File: src/rtl/stopwatch_pkg.sv
// Shared constants and helpers for the stopwatch/timer datapath.
// Digit width, the common radix vectors, and the clamp applied to loaded digits.
package stopwatch_pkg;

    localparam int DIGIT_W = 4;

    localparam logic [15:0] RADIX_DEC4 = 16'h9999;
    localparam logic [15:0] RADIX_MMSS = 16'h5959;

    function automatic logic [DIGIT_W-1:0] clamp_digit(
        input logic [DIGIT_W-1:0] v,
        input logic [DIGIT_W-1:0] max_v
    );
        return (v > max_v) ? max_v : v;
    endfunction

endpackage

File: src/rtl/bcd_digit_cell.sv
// One BCD digit with programmable maximum: up/down step with carry/borrow wrap,
// clamped parallel load, and zero/max flags for both the current and next value.
module bcd_digit_cell
    import stopwatch_pkg::*;
#(
    parameter logic [DIGIT_W-1:0] MAX    = 4'd9,
    parameter logic [DIGIT_W-1:0] INIT_V = 4'd0
) (
    input  logic               clk,
    input  logic               r_n,
    input  logic               en,
    input  logic               dir,
    input  logic               ld,
    input  logic [DIGIT_W-1:0] ld_val,
    output logic [DIGIT_W-1:0] digit,
    output logic               at_zero,
    output logic               at_max,
    output logic               nxt_zero,
    output logic               nxt_max
);

    logic [DIGIT_W-1:0] digit_q;
    logic [DIGIT_W-1:0] digit_d;

    assign at_zero = (digit_q == '0);
    assign at_max  = (digit_q == MAX);

    always_comb begin
        digit_d = digit_q;
        if (ld) begin
            digit_d = clamp_digit(ld_val, MAX);
        end else if (en) begin
            if (dir) begin
                digit_d = at_max ? '0 : digit_q + 4'd1;
            end else begin
                digit_d = at_zero ? MAX : digit_q - 4'd1;
            end
        end
    end

    // Next-value flags let the top detect the terminal on the stepping edge itself.
    assign nxt_zero = (digit_d == '0);
    assign nxt_max  = (digit_d == MAX);
    assign digit    = digit_q;

    always_ff @(posedge clk) begin
        if (!r_n) begin
            digit_q <= INIT_V;
        end else begin
            digit_q <= digit_d;
        end
    end

endmodule

File: src/rtl/cascade_timer_counter.sv
// Multi-digit BCD up/down counter with per-digit radix, parallel load,
// wrap/halt at the terminal value, and registered terminal-count / done flags.
module cascade_timer_counter
    import stopwatch_pkg::*;
#(
    parameter int                      DIGITS    = 4,
    parameter logic [4*DIGITS-1:0]     RADIX_VEC = 16'h9999,
    parameter logic [4*DIGITS-1:0]     INIT      = '0
) (
    input  logic                  clk,
    input  logic                  r_n,
    input  logic                  tick,
    input  logic                  run,
    input  logic                  dir,
    input  logic                  wrap,
    input  logic                  load,
    input  logic [4*DIGITS-1:0]   load_val,
    output logic [4*DIGITS-1:0]   count,
    output logic                  tc,
    output logic                  done
);

    logic [DIGITS-1:0] en;
    logic [DIGITS-1:0] at_zero;
    logic [DIGITS-1:0] at_max;
    logic [DIGITS-1:0] nxt_zero;
    logic [DIGITS-1:0] nxt_max;
    logic              step;
    logic              term_next;
    logic              tc_q;
    logic              tc_d;
    logic              done_q;
    logic              done_d;

    if (DIGITS < 1 || DIGITS > 8) begin : g_bad_digits
        $error("cascade_timer_counter: DIGITS must be 1..8");
    end

    // Load wins over a coincident tick, so the step is suppressed outright.
    assign step = run & tick & ~done_q & ~load;

    for (genvar gi = 0; gi < DIGITS; gi++) begin : g_digit
        localparam logic [DIGIT_W-1:0] MAX_G  = RADIX_VEC[gi*DIGIT_W +: DIGIT_W];
        localparam logic [DIGIT_W-1:0] INIT_G = INIT[gi*DIGIT_W +: DIGIT_W];

        if (MAX_G == 4'd0 || MAX_G > 4'd9) begin : g_bad_radix
            $error("cascade_timer_counter: digit max must be 1..9");
        end
        if (INIT_G > MAX_G) begin : g_bad_init
            $error("cascade_timer_counter: INIT digit exceeds its max");
        end

        if (gi == 0) begin : g_first
            assign en[gi] = step;
        end else begin : g_chain
            assign en[gi] = en[gi-1] & (dir ? at_max[gi-1] : at_zero[gi-1]);
        end

        bcd_digit_cell #(
            .MAX    (MAX_G),
            .INIT_V (INIT_G)
        ) u_cell (
            .clk      (clk),
            .r_n      (r_n),
            .en       (en[gi]),
            .dir      (dir),
            .ld       (load),
            .ld_val   (load_val[gi*DIGIT_W +: DIGIT_W]),
            .digit    (count[gi*DIGIT_W +: DIGIT_W]),
            .at_zero  (at_zero[gi]),
            .at_max   (at_max[gi]),
            .nxt_zero (nxt_zero[gi]),
            .nxt_max  (nxt_max[gi])
        );
    end

    assign term_next = dir ? (&nxt_max) : (&nxt_zero);

    always_comb begin
        tc_d   = 1'b0;
        done_d = done_q;
        if (load) begin
            done_d = 1'b0;
        end else if (step && term_next) begin
            tc_d = 1'b1;
            if (!wrap) begin
                done_d = 1'b1;
            end
        end
    end

    always_ff @(posedge clk) begin
        if (!r_n) begin
            tc_q   <= 1'b0;
            done_q <= 1'b0;
        end else begin
            tc_q   <= tc_d;
            done_q <= done_d;
        end
    end

    assign tc   = tc_q;
    assign done = done_q;

endmodule

File: config.mk
export PLATFORM = sky130hd
export DESIGN_NAME = cascade_timer_counter
export DESIGN_NICKNAME = d
export VERILOG_FILES = /design/src/rtl/stopwatch_pkg.sv /design/src/rtl/bcd_digit_cell.sv /design/src/rtl/cascade_timer_counter.sv
export SDC_FILE = /design/constraint.sdc
export NUM_CORES = 1
export LEC_CHECK = 0
export ABC_AREA = 1
export CAP_MARGIN = 10
export CORE_ASPECT_RATIO = 0.8
export CORE_UTILIZATION = 30
export DETAILED_ROUTE_END_ITERATION = 8
export SYNTH_ARGS = -nofsm -noshare
export SYNTH_HDL_FRONTEND = slang
export SYNTH_SLANG_ARGS = --single-unit
File: constraint.sdc
create_clock -name clk -period 3.7 [get_ports clk]
set_input_delay 0.74 -clock clk [delete_from_list [all_inputs] [get_ports clk]]
set_output_delay 0.74 -clock clk [all_outputs]
set_load 0.05 [all_outputs]
==> results of run 1 <==
tightest hold or removal path, stage by stage, from the launching register on:
cell,delay (ps)
dfxtp_1,360
nand3_1,100
nand2_1,50
metrics by stage:
stage	util [%]	power (mW)	area, um2
detailed placement	40.78	0.4718	2290
CTS	41.76	0.6404	2345
finish	41.76	0.6366	2345
global route	41.76	0.6767	2345
global placement	40.78	0.4730	2290
floorplan	-	0.3923	1797
registers in the layout, indices dropped and copies added (netlist names):
| signal | flops |
|---|---|
| done | 1 |
| g_digit.u_cell.digit | 16 |
| tc | 1 |
report_power, final:
part | switching [mW] | internal, mW | total (mW)
Combinational | 0.152 | 0.0911 | 0.244
Clock | 0.0740 | 0.0948 | 0.169
Sequential | 0.0198 | 0.204 | 0.224
logic make-up after synthesis:
family,after synthesis,synth area share [%]
XOR/XNOR,1,0.4876
AND/OR/NAND/NOR,226,57.38
flip-flops,18,20.06
buffers and inverters,40,8.844
AO/OA/AOI/OAI,40,13.23
worst max-delay path by stage:
stage | startpoint | endpoint | slack, ps | depth (start not counted)
3_5_place_dp | load | done | 680 | 14
4_1_cts | load | tc | 940 | 13
2_1_floorplan | g_digit[0].u_cell.digit[3] | done | 1680 | 14
3_3_place_gp | load | done | 730 | 14
5_1_grt | load | tc | 730 | 16
6_report | load | done | 920 | 14
cell type report:
class	count	area (um2)
Fill cell	633	3271
Multi-Input combinational cell	267	1277
Timing Repair Buffer	44	430.4
Sequential cell	18	360.3
Inverter	33	123.9
Tap cell	78	97.59
Clock buffer	4	55.05
cell usage after synthesis, types with 2 or more instances:
cell type	instances
nand2_1	114
nor2_1	44
nand3_1	43
inv_1	27
a21oi_1	19
dfxtp_1	18
o21ai_0	12
inv_2	5
nor2_4	5
buf_2	4
nand2_2	4
nand2_4	3
nor2_2	3
a32oi_1	2
nand4_1	2
nor3_1	2
o211ai_1	2
or3_1	2
layer usage:
| metal | wire length (um) | track usage [%] | vias to the layer above | share of wire, % |
|---|---|---|---|---|
| met5 | 0 | 0 | - | 0 |
| met4 | 10 | 2.867 | 0 | 0.20 |
| met3 | 246 | 3.226 | 3 | 5.0 |
| met2 | 2124 | 25.13 | 50 | 43 |
| met1 | 2571 | 24.18 | 941 | 52 |
| li1 | - | - | 1131 | - |
==> summary.md, run 1 <==
| Metric | Value |
|---|---|
| Status | completed |
| Register-to-Register Path Depth | 13 |
| Total GRT Usage | roughly 16% |
| Min Tclk post-route | 2777 ps |
| Number of diodes | 0 |
| GP Congestion | around 0.9 |
| DIE WIDTH | between 80 and 90 um |
| Max-slew violation count | 0 |
| Routed Antenna Nets | 0 |
| CP Cell Sequence | clkdlybuf4s50_1 -> nor2_4 -> nand2_4 -> inv_2 -> nand2_4 -> nor2_8 -> nand3_1 -> a21oi_1 -> nand2_1 -> nor2_1 -> nand3_1 -> nand2_1 -> nand3_1 -> nand2_1 |
| Fin Hold WS | 552.3 ps |
| Syn Std Cell Area | approximately 1800 um2 |
| Yosys Warn Count | 0 |
| Max VDD drop | roughly 170 uV |
| Slew at the pin closest to its max-slew limit | around 530 ps |
| Period utilization | around three quarters |
| Placeable Area | approximately 5600 um2 |
| Share of flip-flops with an asynchronous set or reset | 0% |
| Leakage | between 1 and 1.5 nW |
| Detailed-route vias per instance | approximately 4.8 |
| Cell Rows | 24 |
| Vias in the first global route | 1857 |
| Post-CTS Setup Inserts | 0 |
| Pre-CTS setup slack | 679.1 ps |
| Reg2Reg Setup Slack | about 1800 ps |
| Post-CTS Hold Buffers | 0 |
| First-pass GRT wire length | between 8000 and 9000 um |
| DIE AREA | 6305 um2 |
| # setup viols final | 0 |
| Mapped Cells | ~330 |
| Critical Path RT | 3910 ps |
| Hold Violations, Final | 0 |
| Final HPWL DP | 3948 um |
| RSZ-0062 raised after global routing | no |
| Maxcap violations | 0 |
| Net Count, Synth | about 350 |
| Clock Skew | approximately 2.8 ps |
| DRT iter0 DRCs | approximately 110 |
| Port Buf Inserts | 40 |
| CP bufs+invs | 2 |
| Synth Flop Type | dfxtp_1 |
| # nets final | between 300 and 400 |
| Cell family with most CP delay | simple AND/OR/NAND/NOR gates |
| Synth Register Bits | 18 |
| Initial antenna violation count | 0 |
| Post-CTS sizing | 0 |
| Die Ht | approximately 71 um |
| RR Startpoint | g_digit[0].u_cell.digit[2] |
| Clk_lat worst skew | between 200 and 300 ps |
| Post-synth EDFFs | 0 |
| Crit end category | flop |
| Clk slew on worst S/H paths | about 70 ps |
| Critical path type | input pin to flop |
| Fmax | 360.1 MHz |
| Total number of vias | about 2100 |
| Final cell count without fillers | 444 |
| DRC violations left | 0 |
| Critical hold path startpoint | done |
| Layout cells sized above 1 | under 10% |
| Placed cell count | 440 |
| CP max stage cell | clkdlybuf4s50_1 |
| Area Overhead vs Synth | 30.50% |
| CTS Sinks | 18 |
| Pwr Density | around 270 nW/um2 |
| Post-DR wirelength/cell | ~11 um |
| Most common cell after layout, fill and taps aside | nand2_1 |
| Total global routing overflow | 0 |
| Most frequent cells in the layout | nand2_1 (114), nor2_1 (44), nand3_1 (43) |
| Final wirelength | around 5000 um |
| Hold Path Class | flop to flop |
| Reg-to-Reg End | done |
| Hold Crit Depth | 2 |
| Critical Path AT | about 3000 ps |
| WHS Endpoint | done |
| Startpoint Class | input pin |
| Area leader, netlist | nand2_1 |
| Sequential area share after synthesis | 20.06% |
| I/O pin total | between 40 and 50 |
| Top cells by area, synth | nand2_1 (24%), dfxtp_1 (20%), nand3_1 (12%) |
| Total CTS buffers | 3 |
| Slew margin rel. | about 65% |
| Router iterations before antenna repair | 4 |
| Setup TNS | 0 ps |
| Syn_area_per_cell | ~5.5 um2 |
| Largest net degree at the start of global routing | 20 |
| Netlist cell types | 32 |
| CTS tree | yes |
| Max H-tree Level | 1 |
| Final worst setup slack | between 900 and 1000 ps |
| Largest stage delay, worst path | between 600 and 700 ps |
| CP Max Fanout | 13 |
| Initial Util | around a third |
| CTS Buffer Depth | 2 |
| Root Buffer | clkbuf_8 |
| Synth top area share | a little under a quarter |
Power figures use the tool's default switching activity.
==> inputs of run 2 (changes only) <==
Clock period 3.7 ns to 2.2 ns, I/O delays scaled along.
==> run 2 against run 1 <==
Cell count rose by 5.0%. Hold slack got worse by 7.9 ps. Global-route usage rose by 0.46 points. Critical path depth fell by 13. First-iteration DRC count fell by 13%. Sequential share of layout area fell by 1.1 points. Count of clock-buffer cells in the layout did not move. Critical path type is now flop to output pin.
==> summary.md, run 2 (synthesis gave the netlist of run 1 again) <==
| Metric | Value |
|---|---|
| Status | completed |
| Most common cell after layout, fill and taps aside | nand2_1 |
| DRC violations left | 0 (unchanged) |
| Max-slew violation count | 0 (unchanged) |
| Router iterations before antenna repair | 4 (unchanged) |
| Critical Path Stages | 1 (-13) |
| Number of diodes | 0 (unchanged) |
| Cell Rows | 24 (unchanged) |
| Leakage | 1.230 nW (+9.5%) |
| Total CTS buffers | 3 (unchanged) |
| Slew at the pin closest to its max-slew limit | 504.8 ps (-23.37 ps) |
| CTS Sinks | 18 (unchanged) |
| CP bufs+invs | 1 (-1) |
| Total number of vias | 2195 (+3.3%) |
| Slew margin rel. | 66.24% (+1.6 points) |
| # setup viols final | 0 (unchanged) |
| WHS Endpoint | done |
| Number of flip-flops in the largest register | 16 (unchanged) |
| Final worst setup slack | 119.1 ps (-804.1 ps) |
| Port Buf Inserts | 40 (unchanged) |
| Min Tclk post-route | 2081 ps |
| Setup TNS | 0 ps (unchanged) |
| Total global routing overflow | 0 (unchanged) |
| First-pass GRT wire length | 8493 um (+2.4%) |
| Crit end category | output pin |
| Detailed-route vias per instance | 4.710 (-1.6%) |
| Max H-tree Level | 1 (unchanged) |
| RR Startpoint | g_digit[0].u_cell.digit[0] |
| Pre-CTS setup slack | -146.0 ps (-825.1 ps) |
| Final cell count without fillers | 466 (+5.0%) |
| CP Cell Sequence | clkdlybuf4s50_1 |
| Hold Violations, Final | 0 (unchanged) |
| Register-to-Register Path Depth | 14 (+1) |
| Root Buffer | clkbuf_8 |
| Area Overhead vs Synth | 40.88% |
| Fmax | about 480 MHz |
| Placeable Area | 5615 um2 (unchanged) |
| Pwr Density | 440.6 nW/um2 (+62%) |
| CP max stage cell | clkdlybuf4s50_1 |
| Hold Crit Depth | 2 (unchanged) |
| # nets final | 412 (+5.6%) |
| DIE AREA | 6305 um2 (unchanged) |
| Die Ht | 71.22 um (unchanged) |
| CP Max Fanout | 8 (-5) |
| Routed Antenna Nets | 0 (unchanged) |
| Clk_lat worst skew | 260 ps (about the same) |
| Total Power | 1.115 mW (+75%) |
| CTS tree | yes |
| Clock Skew | 8.285 ps (+5.450 ps) |
| Cell family with most CP delay | buffers and inverters |
| DIE WIDTH | 88.53 um (unchanged) |
| Critical Path AT | 1640 ps (-1340 ps) |
| Reg2Reg Setup Slack | 280 ps (-1480 ps) |
| Largest net degree at the start of global routing | 19 (-5.0%) |
| Reg-to-Reg End | tc |
| GP Congestion | 0.8840 (-2.2%) |
| Total GRT Usage | 16.91% (+0.46 points) |
| Post-CTS Setup Inserts | 0 (unchanged) |
| I/O pin total | 41 (unchanged) |
| Fin area | 2531 um2 (+8.0%) |
| Initial antenna violation count | 0 (unchanged) |
| Most frequent cells in the layout | nand2_1 (113), nor2_1 (43), nand3_1 (42) |
| Clk slew on worst S/H paths | 80 ps (about the same) |
| Vias in the first global route | 1870 (+0.70%) |
| Critical hold path startpoint | done |
| Post-DR wirelength/cell | 11.02 um (-1.3%) |
| Placed instance area | 2455 um2 (+7.2%) |
| DRT iter0 DRCs | 97 (-13%) |
| Maxcap violations | 0 (unchanged) |
| Final wirelength | 5133 um (+3.6%) |
| Period utilization | between 90 and 100% |
| Final HPWL DP | 4059 um (+2.8%) |
| Initial Util | 32.00% (unchanged) |
| Max VDD drop | 270.0 uV (+59%) |
| Critical path type | flop to output pin |
| Startpoint Class | flop |
| Layout cells sized above 1 | 15.72% (+6.7 points) |
| CTS Buffer Depth | 2 (unchanged) |
| Critical Path RT | 1760 ps (-2150 ps) |
| Largest stage delay, worst path | 870 ps (+190 ps) |
| Hold Path Class | flop to flop |
| Placed cell count | 462 (+5.0%) |
## run 2: cell count changes in the layout (fill, tap and decap cells not counted), sizes merged
cell	change
buf	+22
clkdlybuf4s50	-1
dlymetal6s2s	+1
## run 2: metrics by stage
step	utilization, %	hold slack, ps
finish	45.08	544.3
global route	45.08	568.5
CTS	44.70	543.7
detailed placement	43.72	525.1
global placement	43.72	527.3
floorplan	-	581.5
## run 2: how the worst max path moves through the flow
stage	start	end
final	g_digit[2].u_cell.digit[0]	count[8]
after global routing	tick	tc
after CTS	dir	tc
after detailed placement	dir	tc
after global placement	dir	done
after floorplan	g_digit[0].u_cell.digit[3]	done
## run 2: per-layer routing
layer  global-route usage [%]  wire length, um
met2                    25.47             2260
met5                        0                0
met1                    25.60             2632
met4                    2.867               27
met3                    2.650              212
## run 2: report_power, final
group	switching, mW	internal, mW	total [mW]
registers	0.0335	0.344	0.377
clock network	0.127	0.159	0.286
logic	0.267	0.184	0.452
## run 2: timing repair
item | 4_1_cts | 5_1_grt
resized for setup | 0 | 9
hold buffers | 0 | 0
hold endpoints to repair | 0 | 0
endpoints found under the setup margin | 0 | 2
## run 2: area by class of cell
type	instances	area, um2
Timing Repair Buffer	66	598.1
Sequential cell	18	360.3
Multi-Input combinational cell	267	1291
Fill cell	596	3084
Clock buffer	4	55.05
Inverter	33	128.9
Tap cell	78	97.59
